===== src/rtl/reg_scoreboard.sv =====
// Pending-write scoreboard: per-register in-flight write counters that gate decode issue.
// Optional macro SB_WB_BYPASS_EN lets a source whose last pending write retires this cycle issue immediately.
module reg_scoreboard #(
    parameter int CNT_W = 2,
    parameter int NREG  = 32
) (
    input  logic            clk,
    input  logic            rst,
    input  logic            issue_valid,
    output logic            issue_ready,
    input  logic [4:0]      rs1,
    input  logic [4:0]      rs2,
    input  logic            rs1_used,
    input  logic            rs2_used,
    input  logic [4:0]      rd,
    input  logic            rd_wr,
    input  logic            wb_valid,
    input  logic [4:0]      wb_rd,
    input  logic            flush,
    output logic [NREG-1:0] busy,
    output logic            stall,
    output logic            err
);

    localparam logic [CNT_W-1:0] CNT_MAX = '1;
    localparam logic [CNT_W-1:0] CNT_ONE = CNT_W'(1);

    logic [CNT_W-1:0] cnt_v [NREG];
    logic [CNT_W-1:0] cnt_rs1, cnt_rs2, cnt_rd, cnt_wb;
    logic             byp1, byp2;
    logic             haz1, haz2, src_haz, sat_haz;
    logic             issue_fire;
    logic             err_q, err_d;

    assign cnt_v[0] = '0;
    assign busy[0]  = 1'b0;

    assign cnt_rs1 = cnt_v[rs1];
    assign cnt_rs2 = cnt_v[rs2];
    assign cnt_rd  = cnt_v[rd];
    assign cnt_wb  = cnt_v[wb_rd];

`ifdef SB_WB_BYPASS_EN
    // Register file writes through, so the final retiring write is visible to a reader in the same cycle.
    assign byp1 = wb_valid && (wb_rd == rs1) && (cnt_rs1 == CNT_ONE);
    assign byp2 = wb_valid && (wb_rd == rs2) && (cnt_rs2 == CNT_ONE);
`else
    assign byp1 = 1'b0;
    assign byp2 = 1'b0;
`endif

    assign haz1    = rs1_used && (rs1 != 5'd0) && (cnt_rs1 != '0) && !byp1;
    assign haz2    = rs2_used && (rs2 != 5'd0) && (cnt_rs2 != '0) && !byp2;
    assign src_haz = haz1 || haz2;
    // A same-cycle writeback to rd frees a slot, so a saturated counter may still accept the issue.
    assign sat_haz = rd_wr && (rd != 5'd0) && (cnt_rd == CNT_MAX) && !(wb_valid && (wb_rd == rd));

    assign issue_ready = !src_haz && !sat_haz;
    assign stall       = issue_valid && !issue_ready;
    assign issue_fire  = issue_valid && issue_ready;

    genvar gi;
    generate
        for (gi = 1; gi < NREG; gi++) begin : g_cnt
            logic [CNT_W-1:0] cnt_q, cnt_d;
            logic             busy_q;
            logic             inc, dec;

            assign inc = issue_fire && rd_wr && (rd == 5'(gi));
            assign dec = wb_valid && (wb_rd == 5'(gi)) && (cnt_q != '0);

            always_comb begin
                cnt_d = cnt_q;
                if (flush) begin
                    cnt_d = '0;
                end else if (inc && !dec) begin
                    cnt_d = cnt_q + CNT_ONE;
                end else if (dec && !inc) begin
                    cnt_d = cnt_q - CNT_ONE;
                end
            end

            always_ff @(posedge clk or negedge rst) begin
                if (!rst) begin
                    cnt_q  <= '0;
                    busy_q <= 1'b0;
                end else begin
                    cnt_q  <= cnt_d;
                    busy_q <= (cnt_d != '0);
                end
            end

            assign cnt_v[gi] = cnt_q;
            assign busy[gi]  = busy_q;
        end
    endgenerate

    // Underflowing writeback means decode and writeback disagree; flag it until reset.
    assign err_d = err_q || (wb_valid && (wb_rd != 5'd0) && (cnt_wb == '0) && !flush);

    always_ff @(posedge clk or negedge rst) begin
        if (!rst) begin
            err_q <= 1'b0;
        end else begin
            err_q <= err_d;
        end
    end

    assign err = err_q;

endmodule


===== config.mk =====
export PLATFORM = sky130hd
export DESIGN_NAME = reg_scoreboard
export DESIGN_NICKNAME = d
export VERILOG_FILES = /design/src/rtl/reg_scoreboard.sv
export SDC_FILE = /design/constraint.sdc
export NUM_CORES = 1
export LEC_CHECK = 0
export ABC_AREA = 1
export CAP_MARGIN = 20
export CORE_MARGIN = 4
export CORE_UTILIZATION = 50
export CTS_CLUSTER_SIZE = 10
export DETAILED_ROUTE_END_ITERATION = 7
export GPL_TIMING_DRIVEN = 0
export HOLD_SLACK_MARGIN = 0.1
export PLACE_DENSITY_LB_ADDON = 0.08
export SETUP_SLACK_MARGIN = 0.02
export SLEW_MARGIN = 20
export SYNTH_ARGS = -nofsm -noshare
export SYNTH_HDL_FRONTEND = slang
export SYNTH_SLANG_ARGS = --single-unit

===== constraint.sdc =====
create_clock -name clk -period 2.2 [get_ports clk]
set_input_delay 0.44 -clock clk [delete_from_list [all_inputs] [get_ports clk]]
set_output_delay 0.44 -clock clk [all_outputs]
set_load 0.01 [all_outputs]

* Word level (Yosys, flattened, before mapping) *
Index checks and enable logic that the tools add are counted.
W data, S select, Z words.

cells by class
  equal/unequal tests = 64
  $add $sub $neg = 62
  muxes and demuxes = 105
  order comparisons = 4
  bitwise operators = 4
  reduce and logical (&&, ||, !) cells = 308

operators by type and width
  operator               count
  $mux W2                101
  $logic_and A1 B1 Y1    170
  $eq A5 B5 Y1 const B   32
  $reduce_bool A2 Y1     64
  $eq A5 B4 Y1 const B   16
  $logic_not A1 Y1       67
  $add A2 B1 Y2 const B  31
  $sub A2 B1 Y2 const B  31
  $bmux W2 S5            4
  $eq A5 B3 Y1 const B   8
  $ge A6 B6 Y1 const B   4
  $not A5 Y6             4
  $eq A5 B2 Y1 const B   4
  $reduce_bool A5 Y1     4
  $eq A5 B1 Y1 const B   2
  $eq A5 B5 Y1           1
  $eq A2 B2 Y1 const B   1
  $logic_not A2 Y1       1
  $logic_or A1 B1 Y1     2

word-level totals
  register bits = 94
  word-level logic and storage cells = 610
  output and inout port bits = 35

* Longest topological paths before layout *
  word-level depth = 18
  gate-level depth with buffers = 25
  gate-level depth less buffers = 21

* Least setup slack after synthesis *
OpenSTA, ideal clock, no wires.

  path type = input to register
  start = input port rd[0]
  end = register g_cnt[12].busy_q
  setup time = 119 ps
  path buffers = 4
  arrival time = 2,201 ps
  stages on the path = 20
  slack = -121 ps
  required time = 2,081 ps
  cells stage by stage = buf_2 -> buf_6 -> nand2_2 -> nor2_1 -> a21oi_1 -> nand2_1 -> nand2_1 -> nand2_1 -> nor2_1 -> nor2_1 -> nor2_1 -> nor2_1 -> nor2_1 -> buf_4 -> buf_6 -> nand4_1 -> nor2_1 -> inv_1 -> nand3_1 -> nand2_1

on the way
  longest elaborated chain between the ends = 18

ends and longest elaborated chain
  element                                      line  RTL
  from (decl)                                  15    input logic [4:0] rd,
  $not A5 Y6 (not written as such)             40    assign cnt_rd = cnt_v[rd];
  $bmux W2 S5                                  40
  $mux W2 (not written as such) (2 in series)  40
  $eq A2 B2 Y1                                 56    assign sat_haz = rd_wr && (rd != 5'd0) && (cnt_rd == CNT_MAX) && !(wb_valid && (wb_rd == rd));
  $logic_and A1 B1 Y1                          56
  $logic_and A1 B1 Y1 *                        56
  $logic_not A1 Y1 *                           58    assign issue_ready = !src_haz && !sat_haz;
  $logic_and A1 B1 Y1 *                        58
  via issue_ready                              10    output logic issue_ready,
  $logic_and A1 B1 Y1 *                        60    assign issue_fire = issue_valid && issue_ready;
  $logic_and A1 B1 Y1 * (2 in series)          69    assign inc = issue_fire && rd_wr && (rd == 5'(gi));
  $logic_not A1 Y1                             78    end else if (dec && !inc) begin
  $logic_and A1 B1 Y1                          78
  $mux W2                                      78
  $mux W2 *                                    76    end else if (inc && !dec) begin
  $mux W2 *                                    74    if (flush) begin
  $reduce_bool A2 Y1 *                         89    busy_q <= (cnt_d != '0);
  to (signal assigned)                         89
  to (decl)                                    66    logic busy_q;

The timed path passes the listed nets; every way through them passes the cells marked *. The select of a mux whose other input is x is not followed.

* Worst setup path after layout *
  start = register g_cnt[5].cnt_q[0]
  end = register g_cnt[26].busy_q

on the way
  longest elaborated chain between the ends = 17

ends and longest elaborated chain
  element                                                           line        RTL
  from (decl)                                                       65          logic [CNT_W-1:0] cnt_q, cnt_d;
  from (signal assigned)                                            88          cnt_q <= cnt_d;
  $bmux W2 S5 (on tied branches)                                    40, 38, 39
  $mux W2 (on tied branches) (2 in series)                          40, 38, 39
  $eq A2 B2 Y1 (tied with other cells)                              56
  $logic_and A1 B1 Y1 (on tied branches)                            56, 52, 53
  $logic_and A1 B1 Y1 / $logic_or A1 B1 Y1 (equally long branches)  56, 54
  $logic_not A1 Y1                                                  58
  $logic_and A1 B1 Y1 *                                             58
  $logic_and A1 B1 Y1 *                                             60
  $logic_and A1 B1 Y1 * (2 in series)                               69
  $logic_not A1 Y1                                                  78
  $logic_and A1 B1 Y1                                               78
  $mux W2                                                           78
  $mux W2 *                                                         76
  $mux W2 *                                                         74
  $reduce_bool A2 Y1 *                                              89
  to (signal assigned)                                              89
  to (decl)                                                         66

Mark *: on every way between the ends. The rest lies on a longest branch, timed or not. The select of a mux whose other input is x is not followed.

==> flow_metrics.env <==
export IMPL_ir_worst_vdd_v=0.000423
export IMPL_synthCells=1349
export IMPL_drtAntennaViolNets=0
export IMPL_io_buffers=59
export IMPL_synth_top_area_share=0.292
export IMPL_grt_max_degree=56
export IMPL_min_period_ns=2.70
export IMPL_rows=46
export IMPL_die_area_sq_mm=0.0182
export IMPL_most_common_layout_cells="nand2_1, inv_1, nand3_1"
export IMPL_vias=9307
export IMPL_status="finished with violations"
export IMPL_antenna_found_initial=0
export IMPL_path_common_cell="nand2_1"
export IMPL_nets=1504
export IMPL_rsz0062_at_grt="yes"
export IMPL_vias_per_cell=5.59
export IMPL_place_area_sq_mm=0.00900
export IMPL_final_common_cell="nand2_1"
export IMPL_dp_cells=1625
export IMPL_synth_top_area_cell="dfrtp_1"
export IMPL_start_kind="flop"
export IMPL_worst_pin_slew_ns=1.07
export IMPL_ys_seq_elements=94
export IMPL_max_slew_margin_rel=0.286
export IMPL_ioPinCount=63
export IMPL_path_max_fanout=6
export IMPL_setup_violations=95
export IMPL_die_width_um=135
export IMPL_finalCritPeriodShare=1.23
export IMPL_ff_latch_area_sq_mm=0.00237
export IMPL_drc=0
export IMPL_place_congestion=1.04
export IMPL_max_cap_viol_count=0
export IMPL_cts_num_sinks=94
export IMPL_fillCellCount=1483
export IMPL_gr_total_overflow=0
export IMPL_final_hold_viol_count=0
export IMPL_violations="setup timing"
export IMPL_ctsHtreeMaxLevel=3
export IMPL_area_growth_pct=28.2
export IMPL_cts_tree="yes"
export IMPL_grt_pass1_wl_um=47100
export IMPL_start_util=0.509
export IMPL_synthTopCellsByArea="dfrtp_1, nand2_1, nand3_1"
export IMPL_clockRootBuffer="clkbuf_16"
export IMPL_path_buf_inv=4
export IMPL_finClkSkew_ns=0.0135
export IMPL_final_layout_size_suffix_gt1_frac=0.197
export IMPL_path_clk_slew_ns=0.07
export IMPL_cts_buffer_depth=2
export IMPL_grt_pass1_vias=8600
export IMPL_cp_slowest_cell="dfrtp_1"
export IMPL_path_cells="nor2_2 -> nor2_1 -> nor2_1 -> nand3_1 -> nand2_1 -> nand2_1 -> nand2_1 -> nand2_1 -> nand3_1 -> nand2_4 -> nor2_4 -> buf_6 -> buf_12 -> buf_8 -> buf_12 -> nand3_2 -> nand2_2 -> nand2_1 -> nand2_1 -> nand3_2 -> nand2_1"
export IMPL_slew_violations=0
export IMPL_drt_initial_drc_count=1057
export IMPL_diodes=0
export IMPL_cp_top_family="simple AND/OR/NAND/NOR gates"
export IMPL_cp_data_arrival_time_ns=3.01
export IMPL_synth_distinct_cells=30
export IMPL_hold_class="reg2reg"
export IMPL_worstSetupPathType="reg2reg"
export IMPL_die_height_um=135
export IMPL_multi_input_comb_area_sq_mm=0.00498
export IMPL_clock_fmax_mhz=370
export IMPL_slowest_delay_ns=0.42
export IMPL_p_per_area_mw_per_mm2=484
export IMPL_final_cells=1664
export IMPL_grt_usage=0.339
export IMPL_synth_seq_area_share=0.292
export IMPL_clkLatencyLatePin_ns=0.36
export IMPL_numCtsBuffers=9
export IMPL_yosys_warnings=0
export IMPL_fp_coreArea_sq_mm=0.0158
export IMPL_first_pass_iters=6
export IMPL_dp_hpwl_um=22700
export IMPL_drt_total_wl_um=31200
export IMPL_worstPathRequired_ns=2.50
export IMPL_leakage_nw=5.53
export IMPL_syn_num_nets=1408
export IMPL_wl_per_cell_um=18.7
export IMPL_avgSynthCellArea_sq_um=5.98
export IMPL_fin_tns_setup_ns=-36.38
export IMPL_synth_area_sq_mm=0.00806
export IMPL_final_area_sq_mm=0.0103
export IMPL_crit_path_end_kind="flop"
export IMPL_setup_ws_ns=-0.502
export IMPL_fin_util=0.653
synthesized netlist by cell type:
master / instances
buf_2: 13
o22ai_1: 12
clkbuf_1: 13
nand2_2: 1
buf_4: 34
a31oi_1: 1
clkinv_1: 2
nor3_1: 65
o2111ai_1: 1
nand4_1: 33
o31ai_1: 1
o41ai_1: 1
nor2_1: 123
inv_1: 260
buf_6: 5
conb_1: 1
dfrtp_1: 94
or2_2: 1
a21oi_1: 14
nand3b_1: 1
nand2_1: 394
xor2_1: 1
o221ai_1: 1
o21ai_0: 33
ha_1: 31
buf_1: 8
a211oi_1: 2
nor4_1: 1
inv_2: 3
nand3_1: 199
where the power goes:
group	switching (mW)	leakage [nW]	internal, mW
Combinational	0.897	4.12	0.598
Sequential	0.0873	1.28	1.81
Clock	0.698	0.138	0.903
worst register-to-register path: cells and delay by family (launching register included):
family | cells | cell delay (ns)
buffers and inverters | 4 | 0.54
DFF | 1 | 0.42
and+or+nand+nor | 17 | 1.68
sequential cells by signal, summed over array words and instances (netlist names):
signal and flops:
err 1, g_cnt.cnt_q 62, g_cnt.busy_q 31
per-layer routing:
layer  part of all wire  global-route usage  vias to the layer above
met5                  0                   0                        -
met4              0.056               0.196                        0
met3               0.10              0.0812                      109
met2               0.43               0.510                      532
met1               0.41               0.448                     4268
li1                   -                   -                     4398
path summary, 6_finish.rpt:
check	endpoint	from	cells after the start	slack [ns]
min reg2reg	err	err	1	0.47
max in group asynchronous	g_cnt[17].cnt_q[0]	rst	3	1.00
min in group asynchronous	g_cnt[20].cnt_q[0]	rst	2	0.57
min	err	err	1	0.47
max	g_cnt[26].busy_q	g_cnt[5].cnt_q[0]	21	-0.50
max reg2reg	g_cnt[26].busy_q	g_cnt[5].cnt_q[0]	21	-0.50
cells by family (layout without fill, tap and decap cells):
logic type / after synthesis / in the layout / share of synthesized area
adder cells (fa/ha/maj): 31 / 31 / 0.0481
buffers and inverters: 338 / 437 / 0.180
AND/OR/NAND/NOR: 818 / 818 / 0.433
other: 1 / 1 / 0.000465
flip-flops: 94 / 94 / 0.292
AO/OA/AOI/OAI: 66 / 66 / 0.0453
XOR/XNOR: 1 / 1 / 0.00109
layout make-up:
class,count,area share
Inverter,265,0.0971
Clock inverter,3,0.00448
Tap cell,216,0.0262
Clock buffer,11,0.0235
Sequential cell,94,0.229
Buffer,73,0.0547
Timing Repair Buffer,85,0.0832
Multi-Input combinational cell,917,0.482
what timing repair did:
item                                   in CTS  in global routing
gates resized for setup                   185                107
hold buffers                                1                  0
pin swaps                                  31                 68
buffers inserted                           16                  7
cloned                                      1                  0
endpoints found under the hold margin      39                  0
setup endpoints to repair                  96                 96
through the flow:
| stage | setup WS, ns | power [mW] | hold slack [ns] |
|---|---|---|---|
| finish | -0.502 | 5.00 | 0.471 |
| floorplan | -0.0472 | 2.61 | 0.144 |
| CTS | -0.402 | 4.92 | 0.472 |
| global placement | -2.80 | 3.12 | 0.449 |
| global route | -0.624 | 5.21 | 0.482 |
| detailed placement | -1.66 | 3.13 | 0.384 |
(Power assumes the default switching activity.)
